<file path="config.mk">
export PLATFORM = sky130hd
export DESIGN_NAME = muldiv_ctrl
export DESIGN_NICKNAME = d
export VERILOG_FILES = /design/src/rtl/muldiv_pkg.sv /design/src/rtl/muldiv_ctrl_div.sv /design/src/rtl/muldiv_ctrl.sv
export SDC_FILE = /design/constraint.sdc
export NUM_CORES = 2
export LEC_CHECK = 0
export BUFFER_PORTS_ARGS = -buffer_cell sky130_fd_sc_hd__buf_2
export CAP_MARGIN = 30
export CORE_MARGIN = 2
export CORE_UTILIZATION = 50
export DETAILED_ROUTE_END_ITERATION = 8
export PLACE_DENSITY = 0.66
export SYNTH_ARGS = -nofsm -noshare
export SYNTH_HDL_FRONTEND = slang
export SYNTH_HIERARCHICAL = 1
export SYNTH_SLANG_ARGS = --single-unit
export TNS_END_PERCENT = 30
</file>
<file path="constraint.sdc">
create_clock -name clk -period 9.96 [get_ports clk]
set_input_delay 1.494 -clock clk [delete_from_list [all_inputs] [get_ports clk]]
set_output_delay 1.494 -clock clk [all_outputs]
set_load 0.02 [all_outputs]
</file>
<file path="src/rtl/muldiv_pkg.sv">
// Shared ALU operation codes, sequencer state encodings and decode helpers
// used by the RV32M multiply/divide sequencer.
package muldiv_pkg;

  localparam logic [5:0] ALU_MUL    = 6'h20;
  localparam logic [5:0] ALU_MULH   = 6'h21;
  localparam logic [5:0] ALU_MULHSU = 6'h22;
  localparam logic [5:0] ALU_MULHU  = 6'h23;
  localparam logic [5:0] ALU_DIV    = 6'h24;
  localparam logic [5:0] ALU_DIVU   = 6'h25;
  localparam logic [5:0] ALU_REM    = 6'h26;
  localparam logic [5:0] ALU_REMU   = 6'h27;

  localparam int MDU_DIV_STEPS = 32;
  localparam int MDU_CNT_W     = $clog2(MDU_DIV_STEPS);

  typedef enum logic [2:0] {
    MDU_IDLE,
    MDU_MUL,
    MDU_DIV,
    MDU_FIX,
    MDU_DONE
  } mdu_state_e;

  function automatic logic is_mul_op(input logic [5:0] code);
    return code inside {ALU_MUL, ALU_MULH, ALU_MULHSU, ALU_MULHU};
  endfunction

  function automatic logic is_div_op(input logic [5:0] code);
    return code inside {ALU_DIV, ALU_DIVU, ALU_REM, ALU_REMU};
  endfunction

  function automatic logic is_signed_div(input logic [5:0] code);
    return code inside {ALU_DIV, ALU_REM};
  endfunction

  function automatic logic is_rem_op(input logic [5:0] code);
    return code inside {ALU_REM, ALU_REMU};
  endfunction

endpackage

</file>
<file path="src/rtl/muldiv_ctrl_div.sv">
// Restoring radix-2 unsigned divider: one quotient bit per step, MSB first.
// The dividend shifts out of the quotient register as quotient bits shift in.
module div_radix2
  import muldiv_pkg::*;
#(
  parameter int XLEN = 32
) (
  input  logic            clk,
  input  logic            rst_n,
  input  logic            load,
  input  logic            step,
  input  logic [XLEN-1:0] dividend,
  input  logic [XLEN-1:0] divisor,
  output logic [XLEN-1:0] q,
  output logic [XLEN-1:0] r,
  output logic            last
);

  logic [XLEN-1:0]      rem_q, rem_d;
  logic [XLEN-1:0]      quo_q, quo_d;
  logic [XLEN-1:0]      dvs_q, dvs_d;
  logic [MDU_CNT_W-1:0] cnt_q, cnt_d;
  logic [XLEN:0]        shifted;
  logic [XLEN:0]        diff;

  // Partial remainder is always below the divisor, so the shifted value fits XLEN+1 bits.
  assign shifted = {rem_q, quo_q[XLEN-1]};
  assign diff    = shifted - {1'b0, dvs_q};

  always_comb begin
    rem_d = rem_q;
    quo_d = quo_q;
    dvs_d = dvs_q;
    cnt_d = cnt_q;
    if (load) begin
      rem_d = '0;
      quo_d = dividend;
      dvs_d = divisor;
      cnt_d = '0;
    end else if (step) begin
      if (!diff[XLEN]) begin
        rem_d = diff[XLEN-1:0];
        quo_d = {quo_q[XLEN-2:0], 1'b1};
      end else begin
        rem_d = shifted[XLEN-1:0];
        quo_d = {quo_q[XLEN-2:0], 1'b0};
      end
      cnt_d = cnt_q + 1'b1;
    end
  end

  always_ff @(posedge clk or negedge rst_n) begin
    if (!rst_n) begin
      rem_q <= '0;
      quo_q <= '0;
      dvs_q <= '0;
      cnt_q <= '0;
    end else begin
      rem_q <= rem_d;
      quo_q <= quo_d;
      dvs_q <= dvs_d;
      cnt_q <= cnt_d;
    end
  end

  assign q    = quo_q;
  assign r    = rem_q;
  assign last = (cnt_q == MDU_CNT_W'(MDU_DIV_STEPS - 1));

endmodule

</file>
<file path="src/rtl/muldiv_ctrl.sv">
// RV32M multiply/divide sequencer: single-cycle multiply, 32-step divide,
// pipeline stall generation and a registered result with a one-cycle done.
//
// state    | meaning
// ---------+-------------------------------------------------------------
// MDU_IDLE | waiting for start
// MDU_MUL  | latched operands feed the multiplier; result taken next edge
// MDU_DIV  | one restoring divide iteration per edge, 32 in total
// MDU_FIX  | apply quotient/remainder signs and select the output
// MDU_DONE | result valid, done high; a new start may be accepted here
module muldiv_ctrl
  import muldiv_pkg::*;
#(
  parameter int XLEN = 32
) (
  input  logic            clk,
  input  logic            rst_n,
  input  logic            start,
  input  logic [5:0]      alucode,
  input  logic [XLEN-1:0] op1,
  input  logic [XLEN-1:0] op2,
  input  logic            flush,
  output logic            stall,
  output logic            busy,
  output logic            done,
  output logic [XLEN-1:0] result
);

  localparam logic [XLEN-1:0] INT_MIN = {1'b1, {(XLEN-1){1'b0}}};

  mdu_state_e      state_q, state_d;
  logic [XLEN-1:0] op1_q, op1_d;
  logic [XLEN-1:0] op2_q, op2_d;
  logic [5:0]      code_q, code_d;
  logic            q_neg_q, q_neg_d;
  logic            r_neg_q, r_neg_d;
  logic [XLEN-1:0] result_q, result_d;

  logic            idle_or_done;
  logic            accept;
  logic            sgn_in, dvd_neg, dvs_neg, rem_in;
  logic            div_zero, div_ovf;
  logic [XLEN-1:0] dvd_abs, dvs_abs, special_res;
  logic            div_load, div_step, div_last;
  logic [XLEN-1:0] div_q, div_r, q_fix, r_fix;

  logic signed [XLEN:0]     mul_a, mul_b;
  logic signed [2*XLEN-1:0] prod;

  assign idle_or_done = (state_q == MDU_IDLE) || (state_q == MDU_DONE);
  assign accept       = start && !flush && idle_or_done;

  assign sgn_in      = is_signed_div(alucode);
  assign rem_in      = is_rem_op(alucode);
  assign dvd_neg     = sgn_in && op1[XLEN-1];
  assign dvs_neg     = sgn_in && op2[XLEN-1];
  assign dvd_abs     = dvd_neg ? -op1 : op1;
  assign dvs_abs     = dvs_neg ? -op2 : op2;
  assign div_zero    = (op2 == '0);
  assign div_ovf     = sgn_in && (op1 == INT_MIN) && (&op2);
  assign special_res = div_zero ? (rem_in ? op1 : '1) : (rem_in ? '0 : INT_MIN);

  // Low 2*XLEN bits of the 33x33 signed product are exact for every variant.
  assign mul_a = {(code_q != ALU_MULHU) && op1_q[XLEN-1], op1_q};
  assign mul_b = {((code_q == ALU_MUL) || (code_q == ALU_MULH)) && op2_q[XLEN-1], op2_q};
  assign prod  = (2*XLEN)'(mul_a) * (2*XLEN)'(mul_b);

  assign q_fix = q_neg_q ? -div_q : div_q;
  assign r_fix = r_neg_q ? -div_r : div_r;

  div_radix2 #(.XLEN(XLEN)) u_div (
    .clk      (clk),
    .rst_n    (rst_n),
    .load     (div_load),
    .step     (div_step),
    .dividend (dvd_abs),
    .divisor  (dvs_abs),
    .q        (div_q),
    .r        (div_r),
    .last     (div_last)
  );

  always_comb begin
    state_d  = state_q;
    op1_d    = op1_q;
    op2_d    = op2_q;
    code_d   = code_q;
    q_neg_d  = q_neg_q;
    r_neg_d  = r_neg_q;
    result_d = result_q;
    div_load = 1'b0;
    div_step = 1'b0;

    unique case (state_q)
      MDU_MUL: begin
        state_d  = MDU_DONE;
        result_d = (code_q == ALU_MUL) ? prod[XLEN-1:0] : prod[2*XLEN-1:XLEN];
      end
      MDU_DIV: begin
        div_step = 1'b1;
        if (div_last) state_d = MDU_FIX;
      end
      MDU_FIX: begin
        state_d  = MDU_DONE;
        result_d = is_rem_op(code_q) ? r_fix : q_fix;
      end
      MDU_DONE: state_d = MDU_IDLE;
      default:  state_d = state_q;
    endcase

    if (accept) begin
      op1_d   = op1;
      op2_d   = op2;
      code_d  = alucode;
      q_neg_d = dvd_neg ^ dvs_neg;
      r_neg_d = dvd_neg;
      if (is_mul_op(alucode)) begin
        state_d = MDU_MUL;
      end else if (is_div_op(alucode)) begin
        if (div_zero || div_ovf) begin
          state_d  = MDU_DONE;
          result_d = special_res;
        end else begin
          state_d  = MDU_DIV;
          div_load = 1'b1;
        end
      end else begin
        state_d  = MDU_DONE;
        result_d = '0;
      end
    end

    // An abort leaves the last delivered result in place.
    if (flush) begin
      state_d  = MDU_IDLE;
      result_d = result_q;
      div_step = 1'b0;
    end
  end

  always_ff @(posedge clk or negedge rst_n) begin
    if (!rst_n) begin
      state_q  <= MDU_IDLE;
      op1_q    <= '0;
      op2_q    <= '0;
      code_q   <= '0;
      q_neg_q  <= 1'b0;
      r_neg_q  <= 1'b0;
      result_q <= '0;
    end else begin
      state_q  <= state_d;
      op1_q    <= op1_d;
      op2_q    <= op2_d;
      code_q   <= code_d;
      q_neg_q  <= q_neg_d;
      r_neg_q  <= r_neg_d;
      result_q <= result_d;
    end
  end

  assign busy   = (state_q == MDU_MUL) || (state_q == MDU_DIV) || (state_q == MDU_FIX);
  assign done   = (state_q == MDU_DONE);
  assign stall  = (start && !flush && idle_or_done) || busy;
  assign result = result_q;

endmodule

</file>
Word level (Yosys, flattened, before mapping)
Cells that the tools add are included.
- register bits: 208
- input bits: 74
- logic and storage cells: 101
- add/sub/neg operators: 6
- multipliers: 1
- equal/unequal tests: 20
- muxes and demuxes: 35
- bitwise operators: 1
- reduce and logical (&&, ||, !) cells: 27
- operators with widths (operator ; count):
    32-bit 2-to-1 mux ; 18
    32-bit negator ; 4
    6-bit equality test, second input constant ; 12
    33-bit by 33-bit multiplier with 64-bit output ; 1
    32-bit one-hot mux with 2 select lines ; 1
    33-bit by 32-bit subtractor with 33-bit output ; 1
    32-bit equality test, second input constant ; 1
    32-bit zero test ; 1
    32-bit AND reduction ; 1
    3-bit 2-to-1 mux ; 6
    5-bit 2-to-1 mux ; 2
    3-bit one-hot mux with 3 select lines ; 1
    1-bit logical AND ; 8
    2-bit nonzero test ; 4
    4-bit nonzero test ; 2
    1-bit 2-to-1 mux ; 7
    3-bit by 2-bit equality test with 1-bit output, second input constant ; 2
    1-bit logical OR ; 6
    6-bit inequality test, second input constant ; 1
    5-bit by 1-bit adder with 5-bit output, second input constant ; 1
    5-bit equality test, second input constant ; 1
    5-bit nonzero test ; 1
    4-bit inequality test, second input constant ; 1
    3-bit by 1-bit equality test with 1-bit output, second input constant ; 1
    6 further kinds ; 6

Longest topological paths before layout
- depth in word-level cells: 10
- depth in mapped cells: 33
- mapped depth without buffers: 31

Cells and area by module
The synthesis kept the hierarchy.
- modules (own cells, without submodules) (module ; instances ; cells an instance ; area each (um2) ; seq. area each (um2)):
    muldiv_ctrl ; 1 ; 5352 ; 46295.7 ; 2677.6
    div_radix2 ; 1 ; 725 ; 6344.8 ; 2527.4

Worst setup path before layout
OpenSTA, ideal clock, no wires.
- path type: flip-flop to flip-flop
- start point: reg code_q[3]
- end point: reg result_q[24], in the netlist result[24]
- setup time: 0.140 ns
- arrival: 8.611 ns
- slack: 1.209 ns
- stages on the path, launching flop included: 28
- path buffers: 2
- period minus slack after synthesis: 8.751 ns
- cell sequence: dfrtp_1 nor3b_1 nor2b_1 nand3_1 and2_1 clkbuf_1 nand2_1 inv_1 fa_1 fa_1 fa_1 fa_1 inv_1 fa_1 fa_1 fa_1 fa_1 inv_1 ha_1 clkbuf_1 nand4_1 or2_2 or4_1 o21ai_1 a31oi_1 xnor2_1 a2111oi_0 o211ai_1
- cells in the longest elaborated chain, start to end: 10
- elaborated cells on any way between the ends: 17
- ends and longest elaborated chain (element ; line ; source):
    start: declaration ; muldiv_ctrl.sv:34 ; logic [5:0] code_q, code_d;
    start signal: assignment ; muldiv_ctrl.sv:154 ; code_q <= code_d;
    6-bit equality test (on tied branches) ; muldiv_ctrl.sv:65, muldiv_ctrl.sv:97 ;
    1-bit logical OR ; muldiv_ctrl.sv:65 ; assign mul_b = {((code_q == ALU_MUL) || (code_q == ALU_MULH)) && op2_q[XLEN-1], op2_q};
    1-bit logical AND ; muldiv_ctrl.sv:65 ;
    33-bit by 33-bit multiplier with 64-bit output ; muldiv_ctrl.sv:66 ; assign prod = (2*XLEN)'(mul_a) * (2*XLEN)'(mul_b);
    32-bit 2-to-1 mux ; muldiv_ctrl.sv:97 ; result_d = (code_q == ALU_MUL) ? prod[XLEN-1:0] : prod[2*XLEN-1:XLEN];
    32-bit one-hot mux with 2 select lines (*) ; muldiv_ctrl.sv:94 ; unique case (state_q)
    32-bit 2-to-1 mux ; muldiv_ctrl.sv:120 ; if (div_zero || div_ovf) begin
    32-bit 2-to-1 mux ; muldiv_ctrl.sv:119 ; end else if (is_div_op(alucode)) begin
    32-bit 2-to-1 mux ; muldiv_ctrl.sv:117 ; if (is_mul_op(alucode)) begin
    32-bit 2-to-1 mux (*) ; muldiv_ctrl.sv:111 ; if (accept) begin
    end signal: assignment ; muldiv_ctrl.sv:157 ; result_q <= result_d;
    end: declaration ; muldiv_ctrl.sv:37 ; logic [XLEN-1:0] result_q, result_d;
Every way passes the cells marked *; elsewhere a longest branch is shown, timed or not.
A chain may end at the register's enable or synchronous reset.

Worst setup path in the final report
- start point: reg code_q[4]
- end point: reg result_q[24], in the netlist result[24]
The elaborated chain is that of the path after synthesis.

==> metrics.cfg <==
[logic_synthesis]
synth_top_cell_by_area=fa_1
synth-simple-area-share_pct=17.3
yosys-top-cells-area=fa_1, dfrtp_1, nand2_1, inv_1, ha_1
synth_ff_type=dfrtp_1
synth_area_per_cell_sq_um=8.66
syn-cell-area_sq_um=52600
synth_top_area_share_pct=42.8
synth-seq-area-share_pct=9.89
synth_seq_cells=208
synth_compound_area_share_pct=8.88
ys_types=95
synth_adder_area_share_pct=48.8
synth-xor-area-share_pct=3.43
synth_mux_area_share_pct=0.898
synth_top_family_by_area=adder cells
synthCells=6077
syn_nets=7528
ys_warn_count=6
synth-edff-count=0
synthArstFlopShare_pct=100

[timing]
clock.fmax_ghz=0.106
min_period_ns=9.46
setup_ws_ns=0.505
tns_ns=0
period_share_pct=94.9
rsz0062_at_grt=false
worstMarginPinSlew_ns=1.04
setup_violations=0
drv_slew=0
clock_skew_ns=0.0103
hold_viol=0
relSlewSlack_pct=30.6

[routing]
wire_per_inst_um=21.5
ant_nets=0
drt_iter0_markers=3307
wl_um=159000
drc=0
dr_total_vias=41900
firstDrtPassIters=6
via_per_inst=5.65

[worst_setup_path]
cp_top_family=adder cells
crit_top_cell=fa_1
critPathLaunchType=flop
r2r_cells=26
cp.arrival_ns=9.88
critical_path_class=flop to flop
critical_path_depth=26
crit_buf_inv=4
path_max_fanout=10
crit_slowest_cell=fa_1
cpPeakStageDelay_ns=0.71
critPathCaptureType=flop
cp.required_ns=10.38

[floorplanning]
die-area_sq_um=108000
die_w_um=328
io_pins=109
die_h_um=328
rows=119
coreArea_sq_um=105000
initial_core_util_pct=50.2

[global_route]
antenna_found_initial=1
grt_pass1_wl_um=254000
grt_max_degree=87
grt_overflow=0
grt_use_total_pct=30.5
grt_pass1_vias=44000

[clock_network]
cts.clk_slew.worst_paths_ns=0.06
cts.htree.levels=1
clk_latency_ns=0.56
clock_sinks=208
clock_path_buffers=3
root_buffer=clkbuf_16
hold_buffers=0
cts_made_buffers=26
cts_tree=yes

[layout]
syn_to_final_growth_pct=5.98
layout.nets=7449
fin_util_pct=53.2
drive_above_1_share_pct=5.93

[min_path]
hold_depth=2
hp-class=flop to flop

[placed_design]
routabilityCongestion=0.983
io_buffers=108
dp_slack_ns=0.333
hpwl_um=131000

[outcome]
status=finished clean

[run]
maxCapViolations=0

==> worst reg2reg max path: stages, from the launching register on <==
cell and delay, ns:
dfrtp_1 0.38, nor3b_1 0.31, nor2b_1 0.21, nand3_1 0.20, and2_1 0.31, buf_4 0.22
nand2_1 0.17, inv_1 0.09, fa_1 0.64, fa_1 0.51, fa_1 0.54, fa_1 0.71
clkinvlp_4 0.26, fa_1 0.51, fa_1 0.58, fa_1 0.43, fa_1 0.49, inv_1 0.05
ha_1 0.42, nand4_1 0.18, or2_2 0.34, or4_1 0.51, o21ai_1 0.29, a31oi_2 0.24
xnor2_1 0.19, a2111oi_0 0.39, o211ai_1 0.15
==> timing repair <==
item | in CTS | in global routing
resized for setup | 0 | 2
setup endpoints to repair | 0 | 3
buffers inserted | 0 | 3
==> path summary, 6_finish.rpt <==
| check | slack (ns) | end | start |
|---|---|---|---|
| max | 0.50 | result[24] | code_q[4] |
| min | 0.48 | code_q[5] | code_q[5] |
| max reg2reg | 0.50 | result[24] | code_q[4] |
| min reg2reg | 0.48 | code_q[5] | code_q[5] |
| max in group asynchronous | 6.91 | op1_q[14] | rst_n |
| min in group asynchronous | 0.89 | u_div/r[27] | rst_n |
==> placed cells by master (no fill, tap or decap), types with 30 or more instances in the layout <==
cell      count
nand2_1    1210
inv_1      1153
fa_1       1126
and2_1      315
ha_1        251
o21ai_0     222
dfrtp_1     204
nor2_1      180
a21oi_1     175
buf_4       130
xnor2_1     128
buf_2       107
xor2_1       78
nand3_1      45
mux2i_1      45
nor3_1       39
and3_1       34
o31ai_1      34
nand4_1      33
o211ai_1     33
a211oi_1     30
==> flip-flops by register name (all words and copies together) (netlist names) <==
name         count
r_neg_q          1
u_div/cnt_q      5
op1_q           32
result          32
u_div/r         32
code_q           6
u_div/dvs_q     32
q_neg_q          1
u_div/q         32
state_q          3
op2_q           32
==> metal layers <==
metal,track usage (%),routed length [um],vias to the layer above
met5,0,0,-
met2,50.4,76500,1537
met3,3.82,10600,375
met1,40.2,63300,21600
met4,13.9,8860,0
li1,-,-,18400
==> synthesized netlist by cell type, types with 16 or more instances <==
| library cell | n |
|---|---|
| nand2_1 | 1210 |
| inv_1 | 1154 |
| fa_1 | 1126 |
| clkbuf_1 | 338 |
| and2_1 | 315 |
| ha_1 | 251 |
| o21ai_0 | 222 |
| dfrtp_1 | 208 |
| nor2_1 | 182 |
| a21oi_1 | 175 |
| xnor2_1 | 128 |
| xor2_1 | 78 |
| mux2i_1 | 45 |
| nand3_1 | 45 |
| nor3_1 | 41 |
| and3_1 | 34 |
| o31ai_1 | 34 |
| nand4_1 | 33 |
| o211ai_1 | 33 |
| a211oi_1 | 30 |
| nand2b_1 | 27 |
| a21o_1 | 22 |
| a311oi_1 | 22 |
| a31oi_1 | 22 |
| nor4_1 | 22 |
| or3_1 | 19 |
| o21bai_1 | 18 |
| o41ai_1 | 17 |
| or4_1 | 16 |
==> kinds of logic after synthesis <==
family                   Yosys count
AND/OR/NAND/NOR                 2007
XOR/XNOR                         206
flip-flops                       208
buffers and inverters           1510
multiplexers                      47
AO/OA/AOI/OAI                    722
adder cells (fa/ha/maj)         1377
==> metrics by stage <==
stage | instances | area [sq um] | hold slack, ns
after floorplan | 6077 | 52600 | 0.438
after global routing | 7408 | 55800 | 0.506
after detailed placement | 7356 | 54800 | 0.457
final | 7411 | 55800 | 0.476
after CTS | 7403 | 55700 | 0.472
after global placement | 7347 | 54600 | 0.459
==> layout make-up <==
class / count / area (sq um)
fillers: 9726 / 49000
multi-input cells: 4359 / 41800
flip-flops and latches: 208 / 5210
inverters: 1154 / 4340
repair buffers: 249 / 1820
well taps: 1391 / 1740
clock buffers: 32 / 734
clock inverters: 15 / 164
diodes: 3 / 7.51
Power is left out: the tool's default activity adds up to more than one toggle a clock period on the data nets, which glitch-free logic cannot reach.
